--- config.mk ---
export PLATFORM = sky130hd
export DESIGN_NAME = spi_reg_slave
export DESIGN_NICKNAME = d
export VERILOG_FILES = /design/src/rtl/spi_reg_slave.sv
export SDC_FILE = /design/constraint.sdc
export NUM_CORES = 1
export LEC_CHECK = 0
export BUFFER_PORTS_ARGS = -buffer_cell sky130_fd_sc_hd__buf_2
export CAP_MARGIN = 30
export CORE_AREA = 4 4 77 79
export DETAILED_ROUTE_END_ITERATION = 10
export DIE_AREA = 0 0 81 83
export SLEW_MARGIN = 20
export SYNTH_ARGS = -nofsm -noshare
export SYNTH_HDL_FRONTEND = slang
export SYNTH_SLANG_ARGS = --single-unit
--- constraint.sdc ---
create_clock -name clk -period 2.9 [get_ports clk]
set_input_delay 0 -clock clk [delete_from_list [all_inputs] [get_ports clk]]
set_output_delay 0 -clock clk [all_outputs]
set_load 0.02 [all_outputs]
--- src/rtl/spi_reg_slave.sv ---
// spi_reg_slave: SPI mode-0 responder bridging a 4-wire link onto a byte-wide
// register bus. Command byte = {R/W, addr[6:0]}, then data bytes with address
// auto-increment. All SPI pins are oversampled in clk; nothing runs on SCK.
// Optional feature macro: SPI_STATUS_EN (internal status register at STATUS_ADDR).
module spi_reg_slave #(
    parameter int         SYNC_STAGES = 2,
    parameter logic [6:0] STATUS_ADDR = 7'h7F
) (
    input  logic       clk,
    input  logic       rst_n,
    input  logic       spi_csb,
    input  logic       spi_sck,
    input  logic       spi_sdi,
    output logic       spi_sdo,
    output logic [6:0] reg_addr,
    output logic [7:0] reg_wdata,
    output logic       reg_we,
    output logic       reg_re,
    input  logic [7:0] reg_rdata,
    output logic       busy
);
    typedef enum logic [1:0] {IDLE, CMD, WDATA, RDATA} state_t;

    logic [SYNC_STAGES-1:0] csb_sync_q, sck_sync_q, sdi_sync_q, vld_sync_q;
    logic csb_prev_q, sck_prev_q, armed_q, armed_d;
    logic csb_s, sck_s, sdi_s;
    logic csb_fall, csb_rise, sck_rise, sck_fall;

    // Synchronize the SPI pins and keep one-cycle-old copies for edge detection.
    always_ff @(posedge clk or negedge rst_n) begin
        if (!rst_n) begin
            csb_sync_q <= '1;
            sck_sync_q <= '0;
            sdi_sync_q <= '0;
            vld_sync_q <= '0;
            csb_prev_q <= 1'b1;
            sck_prev_q <= 1'b0;
            armed_q    <= 1'b0;
        end else begin
            csb_sync_q <= {csb_sync_q[SYNC_STAGES-2:0], spi_csb};
            sck_sync_q <= {sck_sync_q[SYNC_STAGES-2:0], spi_sck};
            sdi_sync_q <= {sdi_sync_q[SYNC_STAGES-2:0], spi_sdi};
            vld_sync_q <= {vld_sync_q[SYNC_STAGES-2:0], 1'b1};
            csb_prev_q <= csb_s;
            sck_prev_q <= sck_s;
            armed_q    <= armed_d;
        end
    end

    assign csb_s = csb_sync_q[SYNC_STAGES-1];
    assign sck_s = sck_sync_q[SYNC_STAGES-1];
    assign sdi_s = sdi_sync_q[SYNC_STAGES-1];

    // A CSB held low across reset must not start a transaction: only accept a
    // fall once CSB has been seen high through a freshly filled synchronizer.
    assign armed_d  = armed_q | (vld_sync_q[SYNC_STAGES-1] & csb_s);
    assign csb_fall = armed_q & csb_prev_q & ~csb_s;
    assign csb_rise = ~csb_prev_q & csb_s;
    assign sck_rise = sck_s & ~sck_prev_q;
    assign sck_fall = ~sck_s & sck_prev_q;

    state_t     state_q, state_d;
    logic [2:0] bit_cnt_q, bit_cnt_d;
    logic [6:0] rx_q, rx_d;
    logic [7:0] tx_q, tx_d;
    logic [6:0] addr_q, addr_d;
    logic [7:0] wdata_q, wdata_d;
    logic       we_q, we_d, re_q, re_d;
    logic       rd_q, rd_d;      // read issued (external or status)
    logic       pend_q, pend_d;  // read data is valid this cycle, load tx
    logic       inc_q, inc_d;    // post-write address increment
    logic [7:0] rx_byte;
    logic [6:0] rd_addr;
    logic       last_bit;
`ifdef SPI_STATUS_EN
    logic       st_rd_q, st_rd_d, st_pend_q, st_pend_d;
    logic [3:0] txn_cnt_q, txn_cnt_d;
    logic       abort_q, abort_d;
`else
    logic       unused_status;
    assign unused_status = ^STATUS_ADDR;
`endif

    // State and datapath registers.
    always_ff @(posedge clk or negedge rst_n) begin
        if (!rst_n) begin
            state_q   <= IDLE;
            bit_cnt_q <= '0;
            rx_q      <= '0;
            tx_q      <= '0;
            addr_q    <= '0;
            wdata_q   <= '0;
            we_q      <= 1'b0;
            re_q      <= 1'b0;
            rd_q      <= 1'b0;
            pend_q    <= 1'b0;
            inc_q     <= 1'b0;
`ifdef SPI_STATUS_EN
            st_rd_q   <= 1'b0;
            st_pend_q <= 1'b0;
            txn_cnt_q <= '0;
            abort_q   <= 1'b0;
`endif
        end else begin
            state_q   <= state_d;
            bit_cnt_q <= bit_cnt_d;
            rx_q      <= rx_d;
            tx_q      <= tx_d;
            addr_q    <= addr_d;
            wdata_q   <= wdata_d;
            we_q      <= we_d;
            re_q      <= re_d;
            rd_q      <= rd_d;
            pend_q    <= pend_d;
            inc_q     <= inc_d;
`ifdef SPI_STATUS_EN
            st_rd_q   <= st_rd_d;
            st_pend_q <= st_pend_d;
            txn_cnt_q <= txn_cnt_d;
            abort_q   <= abort_d;
`endif
        end
    end

    // Next-state: byte framing, command decode, strobes and tx shifting.
    always_comb begin
        state_d   = state_q;
        bit_cnt_d = bit_cnt_q;
        rx_d      = rx_q;
        tx_d      = tx_q;
        addr_d    = addr_q;
        wdata_d   = wdata_q;
        we_d      = 1'b0;
        re_d      = 1'b0;
        rd_d      = 1'b0;
        pend_d    = rd_q;
        inc_d     = 1'b0;
        rx_byte   = {rx_q, sdi_s};
        rd_addr   = addr_q + 7'd1;
        last_bit  = sck_rise && (bit_cnt_q == 3'd7);
`ifdef SPI_STATUS_EN
        st_rd_d   = 1'b0;
        st_pend_d = st_rd_q;
        txn_cnt_d = txn_cnt_q;
        abort_d   = abort_q;
`endif
        if (inc_q) addr_d = addr_q + 7'd1;

        // Read data arrives the cycle after the strobe; the status register
        // read also clears the sticky abort flag.
        if (pend_q) begin
`ifdef SPI_STATUS_EN
            if (st_pend_q) begin
                tx_d    = {txn_cnt_q, 3'b000, abort_q};
                abort_d = 1'b0;
            end else begin
                tx_d = reg_rdata;
            end
`else
            tx_d = reg_rdata;
`endif
        end

        case (state_q)
            IDLE: begin
                if (csb_fall) begin
                    state_d   = CMD;
                    bit_cnt_d = '0;
                    tx_d      = '0;
                end
            end
            default: begin
                if (sck_rise) begin
                    rx_d      = rx_byte[6:0];
                    bit_cnt_d = bit_cnt_q + 3'd1;
                end
                // No shift at bit_cnt 0 so a freshly loaded MSB survives the
                // first SCK fall of each byte.
                if (sck_fall && (bit_cnt_q != 3'd0)) tx_d = {tx_q[6:0], 1'b0};
                if (last_bit) begin
                    case (state_q)
                        CMD: begin
                            addr_d = rx_byte[6:0];
                            if (rx_byte[7]) begin
                                state_d = WDATA;
                            end else begin
                                state_d = RDATA;
                                rd_d    = 1'b1;
                                rd_addr = rx_byte[6:0];
                            end
                        end
                        WDATA: begin
                            inc_d   = 1'b1;
                            we_d    = 1'b1;
                            wdata_d = rx_byte;
`ifdef SPI_STATUS_EN
                            if (addr_q == STATUS_ADDR) begin
                                we_d    = 1'b0;
                                wdata_d = wdata_q;
                            end
`endif
                        end
                        RDATA: begin
                            addr_d = addr_q + 7'd1;
                            rd_d   = 1'b1;
                        end
                        default: ;
                    endcase
                end
                if (csb_rise) begin
                    state_d = IDLE;
`ifdef SPI_STATUS_EN
                    if ((bit_cnt_q == 3'd0) || last_bit) txn_cnt_d = txn_cnt_q + 4'd1;
                    else abort_d = 1'b1;
`endif
                end
            end
        endcase

        if (rd_d) begin
            re_d = 1'b1;
`ifdef SPI_STATUS_EN
            if (rd_addr == STATUS_ADDR) begin
                re_d    = 1'b0;
                st_rd_d = 1'b1;
            end
`endif
        end
    end

    assign busy      = ~csb_s;
    assign spi_sdo   = busy & tx_q[7];
    assign reg_addr  = addr_q;
    assign reg_wdata = wdata_q;
    assign reg_we    = we_q;
    assign reg_re    = re_q;

endmodule

==> results.md, run 1 <==
- Worst r2r src: bit_cnt_q[0]
- Leakage: 1.15 nW
- Core area: 0.00534 mm^2
- Vias in the first global route: 1293
- First-pass GRT wire length: 6090 um
- Synth area leader: dfrtp_1
- Power per cell area: 570 mW/mm^2
- Setup crit start kind: register
- Top Ports: 32
- Crit path time final: 2.01 ns
- Power Internal: 1.03 mW
- Post-synthesis cell type count: 34
- Max Cap Viol: 0
- Pre-CTS WS: 0.908 ns
- Worst setup path category: register to register
- Largest net degree at the start of global routing: 26
- DRT Pass-1 Iters: 4
- Cell Chain, Critical Path: ha_1, ha_1, and4b_2, nand2_1, or4b_1, o211ai_1
- DRT antenna net count: 0
- Hpwl dp: 2580 um
- Yosys top cell area share: 0.568
- Top cells by area, synth: dfrtp_1 57%, mux2_2 8.3%, mux2i_1 4.9%, dfstp_2 3.9%, nand2_1 3.3%
- Syn_nets: 181
- Fillers: 538
- Net Switching: 354 uW
- Routed WL: 3480 um
- Clock share of power: 0.292
- Critical Path RT: 3.11 ns
- Die Area: 0.00672 mm^2
- Seq/Total Area, Yosys: 0.607
- TritonCTS clock tree: done
- Post-synthesis async set-or-reset flop share: 1.00
- Normalized max-slew margin: 0.529
- Initial Util: 0.380
- Post-CTS Resized: 0
- Worst slew pin tran: 0.705 ns
- RSZ-0062 raised after global routing: false
- Sw Share: 0.256
- Initial antenna violation count: 0
- Critical Path Most Common Cell: ha_1
- Critical Path Start: bit_cnt_q[0]
- GRT Total Usage: 0.114
- CP max FO: 11
- Final period util: 0.695
- Port Buffer Count: 31
- Max frequency: 496 MHz
- Row count: 27
- Synth-to-Final Area Change: 19.4%
- Initial drt markers: 69
- Sequential Area: 0.00123 mm^2
- Total CTS buffers: 5
- Hold WS: 0.00853 ns
- Post-Layout Cell Count: 278
- Nets: 222
- Worst-path clk slew: 0.08 ns
- Endpoints failing setup: 0
- Inst Count DP: 265
- Chip Height: 83 um
- Share of total power in combinational logic: 0.110
- Hold path startpoint: reg_rdata[1]
- Synthesis Warnings: 0
- N_diodes: 0
- Setup TNS: 0 ns
- DRC violations left: 0
- Commonest non-fill, non-tap cells in the layout: 46 x dfrtp_1, 31 x buf_2, 18 x nand2_1, 15 x mux2_2, 13 x o21ai_0
- Worst path max stage delay: 0.47 ns
- Postcts setup bufs: 0
- Count of final hold-check violations: 0
- Routed length per instance: 12.5 um
- Worst-case clock buffer depth: 2
- CTS H-tree depth: 2
- Slowest CP cell: or4b_1
- Vias: 1318
- VDD IR max: 0.000322 V
- Worst-skew pair later-pin latency: 0.29 ns
- Clock Root Buffer: clkbuf_8
- Share of cells above drive strength 1: 0.291
- Worst path arrival time: 2.23 ns
- EDFF count, synth: 0
- Critical Path End Type: register
- Sequential share of power: 0.598
- Clock sink total: 49
- Most common cell after layout, fill and taps aside: dfrtp_1
- HP Class: input port to register
- Layout Utilization: 0.453
- Area of the multi-input gates: 758 um^2
- Clock skew: 0.00693 ns
- Dominant synthesized flop cell: dfrtp_1
- Syn avg cell area: 12.4 um^2
- Fin worst setup slack: 0.886 ns
- Vias per cell: 4.74
- Post-synthesis cell count: 164
- Die Wd: 81 um
- Final RePlAce weighted congestion: 0.812
- Pins Over Slew Limit: 0
- Outcome: finished clean
- Synth Register Bits: 49
- Synthesized cell area: 0.00203 mm^2
- Cts hold-fix bufs: 5
- GR Overflow Total: 0
worst max-delay path: cells and delay by family, from the launching register on:
kind / cells / cell delay [ns]
and+or+nand+nor: 3 / 1.04
adders and majority gates: 2 / 0.41
DFF: 1 / 0.41
AOI/OAI and AO/OA: 1 / 0.09
final timing paths:
check / depth (start not counted) / slack [ns] / to
hold / removal: 3 / 0.009 / tx_q[1]
min in group asynchronous: 2 / 0.23 / reg_wdata[1]
hold reg to reg: 0 / 0.35 / sck_sync_q[1]
setup / recovery: 6 / 0.89 / reg_addr[6]
setup reg to reg: 6 / 0.89 / reg_addr[6]
max in group asynchronous: 3 / 2.07 / csb_sync_q[0]
power groups by stage:
stage               logic [mW]  registers (mW)  clock network (mW)
finish                   0.152           0.825               0.403
global route             0.176           0.837               0.450
CTS                      0.156           0.825               0.421
detailed placement       0.151           0.838                   0
global placement         0.144           0.836                   0
floorplan                0.105           0.813                   0
final cells by class:
cell class	count	area share
sequential	49	0.508
multi-input combinational	106	0.313
timing repair buffer	37	0.0931
tap	72	0.0372
clock buffer	7	0.0357
inverter	6	0.00931
clock inverter	1	0.00310
state kept, by name, indices dropped and copies added (netlist names):
name and count:
vld_sync_q 2, bit_cnt_q 3, csb_sync_q 2, state_q 2
reg_wdata 8, armed_q 1, rx_q 7, pend_d 1
sdi_sync_q 2, sck_sync_q 2, sck_prev_q 1, inc_q 1
pend_q 1, csb_prev_q 1, tx_q 8, reg_addr 7
per-layer routing:
layer,track usage,share of wire,vias to the layer above
li1,-,-,655
met1,0.161,0.50,639
met2,0.168,0.46,22
met3,0.0282,0.036,2
met4,0.0415,0.0098,0
met5,0,0,-
metrics by stage:
step,area [um^2],power [mW]
floorplan,2030,0.919
global placement,2260,0.980
finish,2420,1.38
global route,2420,1.46
detailed placement,2280,0.988
CTS,2420,1.40
logic make-up (layout without fill, tap and decap cells):
logic type | count (synthesis) | count (layout) | synth area share
simple gates | 45 | 45 | 0.120
other cells | 1 | 1 | 0.00185
fa+ha+maj | 4 | 4 | 0.0247
compound gates | 27 | 27 | 0.0778
mux | 25 | 25 | 0.133
flops | 49 | 49 | 0.607
xor+xnor | 4 | 4 | 0.0173
buf+inv | 9 | 51 | 0.0191
synthesized netlist by cell type (all sizes together), types with 2 or more instances:
cell type  number
a21oi           5
buf             3
dfrtp          46
dfstp           3
ha              4
inv             6
mux2           15
mux2i          10
nand2          18
nand3           4
nor2            9
nor2b           4
nor3            2
o211ai          2
o21ai          13
o22ai           3
xnor2           3
Power figures use the tool's default switching activity.
==> run 2, diff against run 1 <==
==> constraint.sdc (replaced) <==
create_clock -name clk -period 1.9 [get_ports clk]
set_input_delay 0 -clock clk [delete_from_list [all_inputs] [get_ports clk]]
set_output_delay 0 -clock clk [all_outputs]
set_load 0.02 [all_outputs]
==> results.md, run 2 (synthesis results as in run 1) <==
- Outcome: finished clean
- Delay-heaviest family, CP: simple AND/OR/NAND/NOR gates
- Worst r2r src: bit_cnt_q[1]
- Die Wd: 81 um
- Leakage: 1.20 nW
- Buffers & Inverters on Critical Path: 0
- R2R Setup Slk: 0.12 ns
- Critical Path End Type: register
- Normalized max-slew margin: 0.520
- Worst-path clk slew: 0.09 ns
- Post-Layout Cell Count: 287
- Routed length per instance: 12.8 um
- Hold Path Stages: 3
- Worst-skew pair later-pin latency: 0.29 ns
- Most common cell after layout, fill and taps aside: dfrtp_1
- Core area: 0.00534 mm^2
- Setup crit start kind: register
- Count of final hold-check violations: 0
- Worst reg2reg path depth: 6
- Worst-case clock buffer depth: 2
- Total CTS buffers: 5
- DRC violations left: 0
- Vias in the first global route: 1386
- Share of cells above drive strength 1: 0.335
- Row count: 27
- Worst setup path category: register to register
- GRT Total Usage: 0.122
- Pins Over Slew Limit: 0
- Worst path arrival time: 2.00 ns
- Slowest CP cell: or4b_1
- HP Class: input port to register
- N_diodes: 0
- Hpwl dp: 2590 um
- Max frequency: 561 MHz
- Largest net degree at the start of global routing: 50
- Critical Path RT: 2.12 ns
- Clock skew: 0.00631 ns
- Synth-to-Final Area Change: 25.1%
- VDD IR max: 0.000393 V
- Max Cap Viol: 0
- RR Endpoint: reg_addr[6]
- Vias per cell: 4.59
- Chip Height: 83 um
- Inst Count DP: 270
- First-pass GRT wire length: 6440 um
- Nets: 231
- Crit path time final: 1.78 ns
- TritonCTS clock tree: done
- Worst path max stage delay: 0.49 ns
- CP max FO: 3
- DRT Pass-1 Iters: 4
- CTS H-tree depth: 2
- GR Overflow Total: 0
- Endpoints failing setup: 0
- Layout Utilization: 0.475
- Final RePlAce weighted congestion: 0.800
- Clock Root Buffer: clkbuf_8
- Vias: 1318
- Commonest non-fill, non-tap cells in the layout: 46 x dfrtp_1, 31 x buf_2, 18 x nand2_1, 15 x mux2_2, 13 x o21ai_0
- Routed WL: 3670 um
- Hold Path Sink: tx_q[2]
- Die Area: 0.00672 mm^2
- Worst slew pin tran: 0.719 ns
- Power per cell area: 895 mW/mm^2
- Top Ports: 32
- Final period util: 0.939
- Initial Util: 0.380
- Initial drt markers: 79
- Cell Chain, Critical Path: ha_2, ha_4, and4b_2, o2111ai_4, or4b_1, o211ai_1
- Clock sink total: 49
- Hold path startpoint: reg_rdata[2]
- Initial antenna violation count: 0
- Port Buffer Count: 31
- DRT antenna net count: 0
## run 2: report_power, final
part	switching, mW	internal (mW)
registers	0.110	1.15
logic	0.118	0.134
clock network	0.331	0.428
## run 2: worst reg2reg max path, delay by kind of cell, from the launching register on
family                   cells  cell delay, ns
adder cells (fa/ha/maj)      2            0.34
AND/OR/NAND/NOR              2            0.77
flip-flops                   1            0.38
AO/OA/AOI/OAI                2            0.22
## run 2: layout make-up
cell class	instances	area, um^2
fillers	523	2800
flip-flops and latches	49	1230
multi-input cells	106	791
repair buffers	46	283
well taps	72	90.1
clock buffers	6	82.6
clock inverters	2	37.5
inverters	6	22.5
## run 2: what timing repair did
item                                    4_1_cts  5_1_grt
resized for setup                             0        5
gates cloned                                  0        0
pin swaps                                     0        1
hold buffers                                  6        0
hold endpoints to repair                     51        0
buffers inserted                              1        2
endpoints found under the setup margin        1        1
## run 2: worst max-delay path by stage
stage,startpoint,cells past startpoint,endpoint,slack (ns)
finish,bit_cnt_q[1],6,reg_addr[6],0.12
global route,bit_cnt_q[1],6,reg_addr[6],-0.002
CTS,bit_cnt_q[1],6,reg_addr[6],0.01
detailed placement,bit_cnt_q[0],6,reg_addr[6],-0.007
global placement,bit_cnt_q[0],6,reg_addr[6],0.07
floorplan,bit_cnt_q[0],6,reg_addr[6],0.12
## run 2: metal layers
metal / wire [um] / track usage / up-vias
met5: 0 / 0 / -
li1: - / - / 670
met3: 142 / 0.0282 / 4
met2: 1700 / 0.180 / 23
met4: 50 / 0.0461 / 0
met1: 1790 / 0.172 / 621
## run 2: stage by stage
stage	hold slack [ns]	setup slack, ns	power [mW]	cell area (um^2)	TNS (ns)
floorplan	-0.296	0.123	1.40	2030	0
detailed placement	0.108	-0.00733	1.51	2300	-0.00733
global route	0.0350	-0.00202	2.41	2540	-0.00202
finish	0.00872	0.117	2.27	2540	0
CTS	0.00462	0.0128	2.30	2490	0
global placement	0.107	0.0687	1.50	2300	0
